**config.mk**
```make
export PLATFORM = sky130hd
export DESIGN_NAME = spi_controller_flat
export DESIGN_NICKNAME = d
export VERILOG_FILES = /design/src/rtl/spi_pkg.sv /design/src/rtl/spi_controller_if.sv /design/src/rtl/spi_sclk_gen.sv /design/src/rtl/spi_controller.sv /design/src/flat_wrapper.sv
export SDC_FILE = /design/constraint.sdc
export NUM_CORES = 1
export LEC_CHECK = 0
export CAP_MARGIN = 20
export CORE_MARGIN = 2
export CORE_UTILIZATION = 57
export DETAILED_ROUTE_END_ITERATION = 10
export PLACE_DENSITY = 0.83
export SYNTH_ARGS = -nofsm -noshare
export SYNTH_HDL_FRONTEND = slang
export SYNTH_SLANG_ARGS = --single-unit
```
**constraint.sdc**
```tcl
create_clock -name clk -period 3 [get_ports clk]
set_input_delay 0.75 -clock clk [delete_from_list [all_inputs] [get_ports clk]]
set_output_delay 0.75 -clock clk [all_outputs]
set_load 0.01 [all_outputs]
```
**src/rtl/spi_pkg.sv**
```systemverilog
// Shared SPI definitions: frame field layout, register range and the
// controller state encoding used by both ends of the link.
package spi_pkg;

  localparam int   ADDR_W      = 7;
  localparam int   DATA_W      = 8;
  localparam logic RW_WRITE    = 1'b1;
  localparam int   MAX_ADDRESS = 4;

  // A frame is the R/W bit, the address and the data field, MSB first.
  function automatic int frame_width(input int data_w);
    return 1 + ADDR_W + data_w;
  endfunction

  localparam int FRAME_W  = frame_width(DATA_W);
  localparam int RW_POS   = FRAME_W - 1;
  localparam int ADDR_MSB = FRAME_W - 2;
  localparam int ADDR_LSB = DATA_W;

  typedef enum logic [2:0] {
    IDLE  = 3'd0,
    SETUP = 3'd1,
    SHIFT = 3'd2,
    HOLD  = 3'd3,
    GAP   = 3'd4
  } ctrl_state_e;

endpackage

```
**src/rtl/spi_controller_if.sv**
```systemverilog
// Request-side bundle between on-chip logic (master) and the SPI
// controller (slave), including the status outputs.
interface spi_controller_if #(
  parameter int W = 8
) ();
  import spi_pkg::*;

  logic              req_valid;
  logic              req_ready;
  logic              req_rw;
  logic [ADDR_W-1:0] req_addr;
  logic [W-1:0]      req_data;
  logic              busy;
  logic              done;

  modport master (
    output req_valid, req_rw, req_addr, req_data,
    input  req_ready, busy, done
  );

  modport slave (
    input  req_valid, req_rw, req_addr, req_data,
    output req_ready, busy, done
  );

endinterface

```
**src/rtl/spi_sclk_gen.sv**
```systemverilog
// SCLK phase timing: counts HALF_PERIOD clk cycles per phase, holds the
// SCLK level and flags the cycle before each rising or falling transition.
module spi_sclk_gen #(
  parameter int HALF_PERIOD = 4
) (
  input  logic clk,
  input  logic rst_n,
  input  logic clear,
  input  logic toggle_en,
  output logic phase_end,
  output logic rise,
  output logic fall,
  output logic sclk_level
);

  localparam int              PH_W    = $clog2(HALF_PERIOD);
  localparam logic [PH_W-1:0] PH_LAST = PH_W'(HALF_PERIOD - 1);

  logic [PH_W-1:0] phase_cnt_q, phase_cnt_d;
  logic            level_q, level_d;

  assign phase_end  = (phase_cnt_q == PH_LAST);
  assign rise       = phase_end && toggle_en && !level_q;
  assign fall       = phase_end && toggle_en && level_q;
  assign sclk_level = level_q;

  // Advance the phase counter and flip SCLK at the end of an enabled phase.
  always_comb begin
    phase_cnt_d = phase_cnt_q + PH_W'(1);
    level_d     = level_q;
    if (clear) begin
      phase_cnt_d = '0;
      level_d     = 1'b0;
    end else begin
      if (phase_end) begin
        phase_cnt_d = '0;
      end
      if (phase_end && toggle_en) begin
        level_d = !level_q;
      end
    end
  end

  // Phase counter and SCLK level registers.
  always_ff @(posedge clk) begin
    if (!rst_n) begin
      phase_cnt_q <= '0;
      level_q     <= 1'b0;
    end else begin
      phase_cnt_q <= phase_cnt_d;
      level_q     <= level_d;
    end
  end

endmodule

```
**src/rtl/spi_controller.sv**
```systemverilog
// Write-side SPI controller (mode 0): serialises one request at a time into
// an R/W + address + data frame on SCLK/nCS/COPI, then holds nCS high for
// CS_GAP cycles before signalling done. All pin outputs are registered.
module spi_controller
  import spi_pkg::*;
#(
  parameter int W           = 8,
  parameter int HALF_PERIOD = 4,
  parameter int CS_GAP      = 8
) (
  input  logic             clk,
  input  logic             rst_n,
  spi_controller_if.slave  req,
  output logic             SCLK,
  output logic             nCS,
  output logic             COPI
);

  localparam int FW    = frame_width(W);
  localparam int BIT_W = $clog2(FW);
  localparam int GAP_W = $clog2(CS_GAP + 1);

  localparam logic [BIT_W-1:0] BIT_FIRST = BIT_W'(FW - 1);
  localparam logic [GAP_W-1:0] GAP_LAST  = GAP_W'(CS_GAP - 1);

  localparam logic [2:0] S_IDLE  = IDLE;
  localparam logic [2:0] S_SETUP = SETUP;
  localparam logic [2:0] S_SHIFT = SHIFT;
  localparam logic [2:0] S_HOLD  = HOLD;
  localparam logic [2:0] S_GAP   = GAP;

  if (HALF_PERIOD < 4) begin : g_bad_half_period
    $error("spi_controller: HALF_PERIOD must be at least 4");
  end
  if (CS_GAP < 4) begin : g_bad_cs_gap
    $error("spi_controller: CS_GAP must be at least 4");
  end

  logic [2:0]       state_q, state_d;
  logic [FW-1:0]    shift_q, shift_d;
  logic [BIT_W-1:0] bit_cnt_q, bit_cnt_d;
  logic [GAP_W-1:0] gap_cnt_q, gap_cnt_d;
  logic             ncs_q, ncs_d;
  logic             copi_q, copi_d;
  logic             done_q, done_d;

  logic req_ready_int;
  logic accept;
  logic active_d;
  logic toggle_en;
  logic phase_end;
  logic rise;
  logic fall;
  logic sclk_level;

  assign req_ready_int = (state_q == S_IDLE) && rst_n;
  assign accept        = req.req_valid && req_ready_int;

  assign req.req_ready = req_ready_int;
  assign req.busy      = (state_q != S_IDLE);
  assign req.done      = done_q;

  assign SCLK = sclk_level;
  assign nCS  = ncs_q;
  assign COPI = copi_q;

  // SCLK toggles out of SETUP and within SHIFT, except after the last bit's low phase.
  assign toggle_en = (state_q == S_SETUP) ||
                     ((state_q == S_SHIFT) && (sclk_level || (bit_cnt_q != '0)));

  spi_sclk_gen #(
    .HALF_PERIOD (HALF_PERIOD)
  ) u_sclk_gen (
    .clk        (clk),
    .rst_n      (rst_n),
    .clear      (state_q == S_IDLE),
    .toggle_en  (toggle_en),
    .phase_end  (phase_end),
    .rise       (rise),
    .fall       (fall),
    .sclk_level (sclk_level)
  );

  // Frame sequencing: latch on acceptance, shift on each SCLK fall, then hold and gap.
  always_comb begin
    state_d   = state_q;
    shift_d   = shift_q;
    bit_cnt_d = bit_cnt_q;
    gap_cnt_d = '0;
    done_d    = 1'b0;
    case (state_q)
      S_IDLE: begin
        if (accept) begin
          shift_d   = {req.req_rw, req.req_addr, req.req_data};
          bit_cnt_d = BIT_FIRST;
          state_d   = S_SETUP;
        end
      end
      S_SETUP: begin
        if (phase_end) begin
          state_d = S_SHIFT;
        end
      end
      S_SHIFT: begin
        if (fall) begin
          shift_d = {shift_q[FW-2:0], 1'b0};
        end
        if (rise) begin
          bit_cnt_d = bit_cnt_q - BIT_W'(1);
        end
        if (phase_end && !sclk_level && (bit_cnt_q == '0)) begin
          state_d = S_HOLD;
        end
      end
      S_HOLD: begin
        if (phase_end) begin
          state_d = S_GAP;
        end
      end
      S_GAP: begin
        if (gap_cnt_q == GAP_LAST) begin
          state_d = S_IDLE;
          done_d  = 1'b1;
        end else begin
          gap_cnt_d = gap_cnt_q + GAP_W'(1);
        end
      end
      default: begin
        state_d = S_IDLE;
      end
    endcase
  end

  // Pin values follow the next state so nCS/COPI line up with the state change.
  always_comb begin
    active_d = (state_d == S_SETUP) || (state_d == S_SHIFT) || (state_d == S_HOLD);
    ncs_d    = !active_d;
    copi_d   = active_d ? shift_d[FW-1] : 1'b0;
  end

  // State, datapath and output registers with synchronous active-low reset.
  always_ff @(posedge clk) begin
    if (!rst_n) begin
      state_q   <= S_IDLE;
      shift_q   <= '0;
      bit_cnt_q <= '0;
      gap_cnt_q <= '0;
      ncs_q     <= 1'b1;
      copi_q    <= 1'b0;
      done_q    <= 1'b0;
    end else begin
      state_q   <= state_d;
      shift_q   <= shift_d;
      bit_cnt_q <= bit_cnt_d;
      gap_cnt_q <= gap_cnt_d;
      ncs_q     <= ncs_d;
      copi_q    <= copi_d;
      done_q    <= done_d;
    end
  end

endmodule

```
**src/flat_wrapper.sv**
```systemverilog
// flat-port wrapper written by rule: the top's interface ports become plain ports
module spi_controller_flat import spi_pkg::*;
#(
  parameter int W           = 8,
  parameter int HALF_PERIOD = 4,
  parameter int CS_GAP      = 8
)
  (clk, rst_n, SCLK, nCS, COPI, req_req_valid, req_req_rw, req_req_addr, req_req_data, req_req_ready, req_busy, req_done);
  spi_controller_if #(.W(W)) req_i ();
  input  logic clk;
  input  logic rst_n;
  output logic SCLK;
  output logic nCS;
  output logic COPI;
  input wire logic [$bits(req_i.req_valid)-1:0] req_req_valid;
  input wire logic [$bits(req_i.req_rw)-1:0] req_req_rw;
  input wire logic [$bits(req_i.req_addr)-1:0] req_req_addr;
  input wire logic [$bits(req_i.req_data)-1:0] req_req_data;
  output wire logic [$bits(req_i.req_ready)-1:0] req_req_ready;
  output wire logic [$bits(req_i.busy)-1:0] req_busy;
  output wire logic [$bits(req_i.done)-1:0] req_done;
  assign req_i.req_valid = req_req_valid;
  assign req_i.req_rw = req_req_rw;
  assign req_i.req_addr = req_req_addr;
  assign req_i.req_data = req_req_data;
  assign req_req_ready = req_i.req_ready;
  assign req_busy = req_i.busy;
  assign req_done = req_i.done;
  spi_controller #(.W(W), .HALF_PERIOD(HALF_PERIOD), .CS_GAP(CS_GAP)) u_core (.clk(clk), .rst_n(rst_n), .req(req_i), .SCLK(SCLK), .nCS(nCS), .COPI(COPI));
endmodule
```
==> impl_metrics.py, run 1 <==
metrics = {
    "timing": {
        "period_share_pct": 91.9,
        "finalHoldViolations": 0,
        "setup-violations-final": 0,
        "worstMarginPinSlew_ns": 0.641,
        "max_freq_ghz": 0.363,
        "rsz0062_at_grt": "false",
        "setup_tns_ns": 0,
        "slew_headroom_pct": 57.3,
        "fin_crit_ns": 2.76,
        "report.final.slew_viol_count": 0,
        "clock_skew_ns": 0.0149,
    },
    "floorplan": {
        "die_x_um": 58.4,
        "core_area_um2": 2780,
        "die_height_um": 58.4,
        "die_area_um2": 3410,
        "row_count": 19,
        "start_util_pct": 60.5,
        "io_pins": 25,
    },
    "pwr": {
        "p_clk_share_pct": 36.6,
        "combPwrFrac_pct": 13.3,
        "vdd_drop_max_uv": 426,
        "netSwitchingPower_w": 0.000222,
        "p_total_w": 0.000951,
        "power.density_nw_per_um2": 478,
        "p_int_w": 0.000729,
        "seqPwrFrac_pct": 50.1,
        "leakagePower_nw": 0.940,
        "netSwitchingFraction_pct": 23.3,
    },
    "clock_tree": {
        "cts_tree": "built",
        "postCtsHoldBufs": 0,
        "cts_resized": 0,
        "postCtsSetupBuffers": 0,
        "cts_buffer_depth": 2,
        "clk_latency_ns": 0.34,
        "root_buffer": "clkbuf_4",
        "numCtsBuffers": 5,
        "cts_num_sinks": 33,
        "clkTransAtPathRegs_ns": 0.09,
        "htree_num_levels": 2,
    },
    "global_routing": {
        "grt_max_degree": 22,
        "grt_first_pass_wirelength_mm": 6.08,
        "globalRouteOverflowTotal": 0,
        "antenna_found_initial": 0,
        "grt_usage_pct": 23.2,
        "grt_pass1_vias": 1372,
    },
    "final_layout": {
        "mostFrequentLayoutCell": "dfxtp_1",
        "fin_cells": 232,
        "nets": 222,
        "diodes": 0,
        "syn2layout_area_growth_pct": 18.3,
        "drive_above_1_share_pct": 12.4,
        "mostFrequentLayoutCells": "dfxtp_1 (33), clkdlybuf4s50_1 (24), nor2_1 (22)",
    },
    "place": {
        "io_buffers": 24,
        "hpwl_mm": 2.33,
        "place_congestion": 0.778,
        "dp_cells": 224,
    },
    "setup_path": {
        "endpoint_kind": "output port",
        "setup.worst_path.end": "req_req_ready",
        "r2r-start": "u_core.state_q[0]",
        "arrival_ns": 2.01,
        "r2r_slack_ns": 1.11,
        "crit_type": "input port to output port",
        "cp.required_ns": 2.25,
        "r2r-end": "u_core.shift_q[9]",
        "crit_path_start_kind": "input port",
        "rr_worst_depth": 5,
        "critPathMaxFanout": 2,
        "crit_path_start": "rst_n",
    },
    "yosys": {
        "netlist_area_um2": 1680,
        "yosys.cell_types.count": 40,
        "ys_ff_latch": 33,
        "ys.warnings.count": 0,
        "yosysSeqAreaShare_pct": 39.2,
        "syn_area_per_cell_um2": 9.41,
        "syn_inst": 179,
        "synth_fp_nets": 201,
    },
    "detailed_routing": {
        "avgRoutedWirePerCell_um": 14.6,
        "firstDrtPassIters": 4,
        "vias": 1401,
        "drtAntennaViolNets": 0,
        "drt_iter0_markers": 48,
        "post-route-drc-count": 0,
        "wl_mm": 3.38,
        "vias_per_cell": 6.04,
    },
    "hold_path": {
        "hp-class": "flip-flop to flip-flop",
    },
    "outcome": {
        "status": "finished clean",
    },
    "job": {
        "cap_violations": 0,
    },
}
-- worst max-delay path: stages --
cell and delay [ns]:
clkdlybuf4s50_1 0.48, nor4b_4 0.21, clkdlybuf4s50_1 0.57
-- worst min path at each step --
| stage | startpoint | end | slack [ns] | cells after the start |
|---|---|---|---|---|
| after floorplan | u_core.u_sclk_gen.phase_cnt_q[0] | u_core.u_sclk_gen.phase_cnt_q[0] | 0.40 | 1 |
| after global placement | u_core.u_sclk_gen.phase_cnt_q[0] | u_core.u_sclk_gen.phase_cnt_q[0] | 0.41 | 1 |
| after detailed placement | u_core.u_sclk_gen.phase_cnt_q[0] | u_core.u_sclk_gen.phase_cnt_q[0] | 0.44 | 1 |
| after CTS | u_core.u_sclk_gen.phase_cnt_q[0] | u_core.u_sclk_gen.phase_cnt_q[0] | 0.45 | 1 |
| after global routing | u_core.u_sclk_gen.phase_cnt_q[0] | u_core.u_sclk_gen.phase_cnt_q[0] | 0.46 | 1 |
| final | u_core.u_sclk_gen.phase_cnt_q[0] | u_core.u_sclk_gen.phase_cnt_q[0] | 0.45 | 1 |
-- metal layers --
metal | up-vias | track usage [%] | share of wire [%]
met2 | 37 | 37.1 | 49
li1 | 687 | - | -
met5 | - | 0 | 0
met4 | 0 | 9.30 | 1.2
met3 | 6 | 7.25 | 5.9
met1 | 671 | 29.1 | 44
-- power by group through the flow --
stage               combinational, W  sequential, W  clock (W)
floorplan                  0.0000815       0.000482          0
global placement            0.000121       0.000485          0
detailed placement          0.000126       0.000486          0
CTS                         0.000127       0.000477   0.000352
global route                0.000139       0.000480   0.000373
finish                      0.000126       0.000477   0.000348
-- flip-flops by register name, indices dropped and copies added, names as in the netlist --
register                       cells
u_core.u_sclk_gen.phase_cnt_q      2
u_core.u_sclk_gen.sclk_level       1
u_core.gap_cnt_q                   4
u_core.state_q                     3
u_core.shift_q                    16
u_core.req.done                    1
u_core.bit_cnt_q                   4
u_core.COPI                        1
u_core.nCS                         1
-- cells by family (layout without fill, tap and decap cells) --
logic type | Yosys count | count (layout) | share of synthesized area, %
flops | 33 | 33 | 39.2
xor+xnor | 4 | 4 | 2.08
simple gates | 60 | 60 | 21.5
mux | 2 | 2 | 1.26
fa+ha+maj | 3 | 3 | 2.23
buf+inv | 32 | 54 | 8.92
compound gates | 45 | 45 | 24.8
-- metrics by stage --
stage / hold slack [ns] / setup WS, ns / utilization (%) / area, um^2
after floorplan: 0.404 / 1.20 / - / 1680
after global placement: 0.413 / 0.252 / 68.6 / 1910
after CTS: 0.450 / 0.235 / 71.6 / 1990
after detailed placement: 0.435 / 0.235 / 68.6 / 1910
after global routing: 0.465 / 0.154 / 71.6 / 1990
final: 0.448 / 0.243 / 71.6 / 1990
-- area by class of cell --
| type | instances | area, um^2 |
|---|---|---|
| inverters | 19 | 71.3 |
| flip-flops and latches | 33 | 661 |
| repair buffers | 27 | 263 |
| well taps | 31 | 38.8 |
| clock buffers | 7 | 55.1 |
| clock inverters | 1 | 30.0 |
| multi-input cells | 114 | 873 |
| fillers | 215 | 790 |
-- cells in the mapped netlist, drive strengths merged --
master / count / area [um^2]
nor4b: 2 / 47.6
o221ai: 14 / 166
inv: 19 / 71.3
nor3: 5 / 30.0
and4bb: 1 / 16.3
o21ai: 3 / 15.0
nand4: 1 / 6.26
buf: 8 / 60.1
ha: 3 / 37.5
nand3b: 2 / 15.0
a211oi: 3 / 22.5
a31o: 1 / 8.76
mux2i: 1 / 10.0
a221o: 1 / 10.0
nor2: 22 / 82.6
clkbuf: 5 / 18.8
xnor2: 1 / 8.76
nand2: 7 / 31.3
nor2b: 3 / 18.8
a22oi: 2 / 15.0
dfxtp: 33 / 661
mux2: 1 / 11.3
xor2: 3 / 26.3
nor4: 1 / 6.26
and3: 1 / 6.26
a21oi: 6 / 30.0
or2: 1 / 6.26
o32a: 1 / 10.0
nand2b: 2 / 12.5
and2: 2 / 12.5
or3: 1 / 6.26
o211a: 14 / 140
nand3: 6 / 30.0
nor3b: 3 / 33.8
Power figures use the tool's default switching activity.
==> inputs of run 2 (changes only) <==
Settings changed: CAP_MARGIN 20 to 25, CTS_CLUSTER_DIAMETER set to 200.
==> results of run 2 <==
No change in the layout: final DEF, timing and power equal those of run 1.
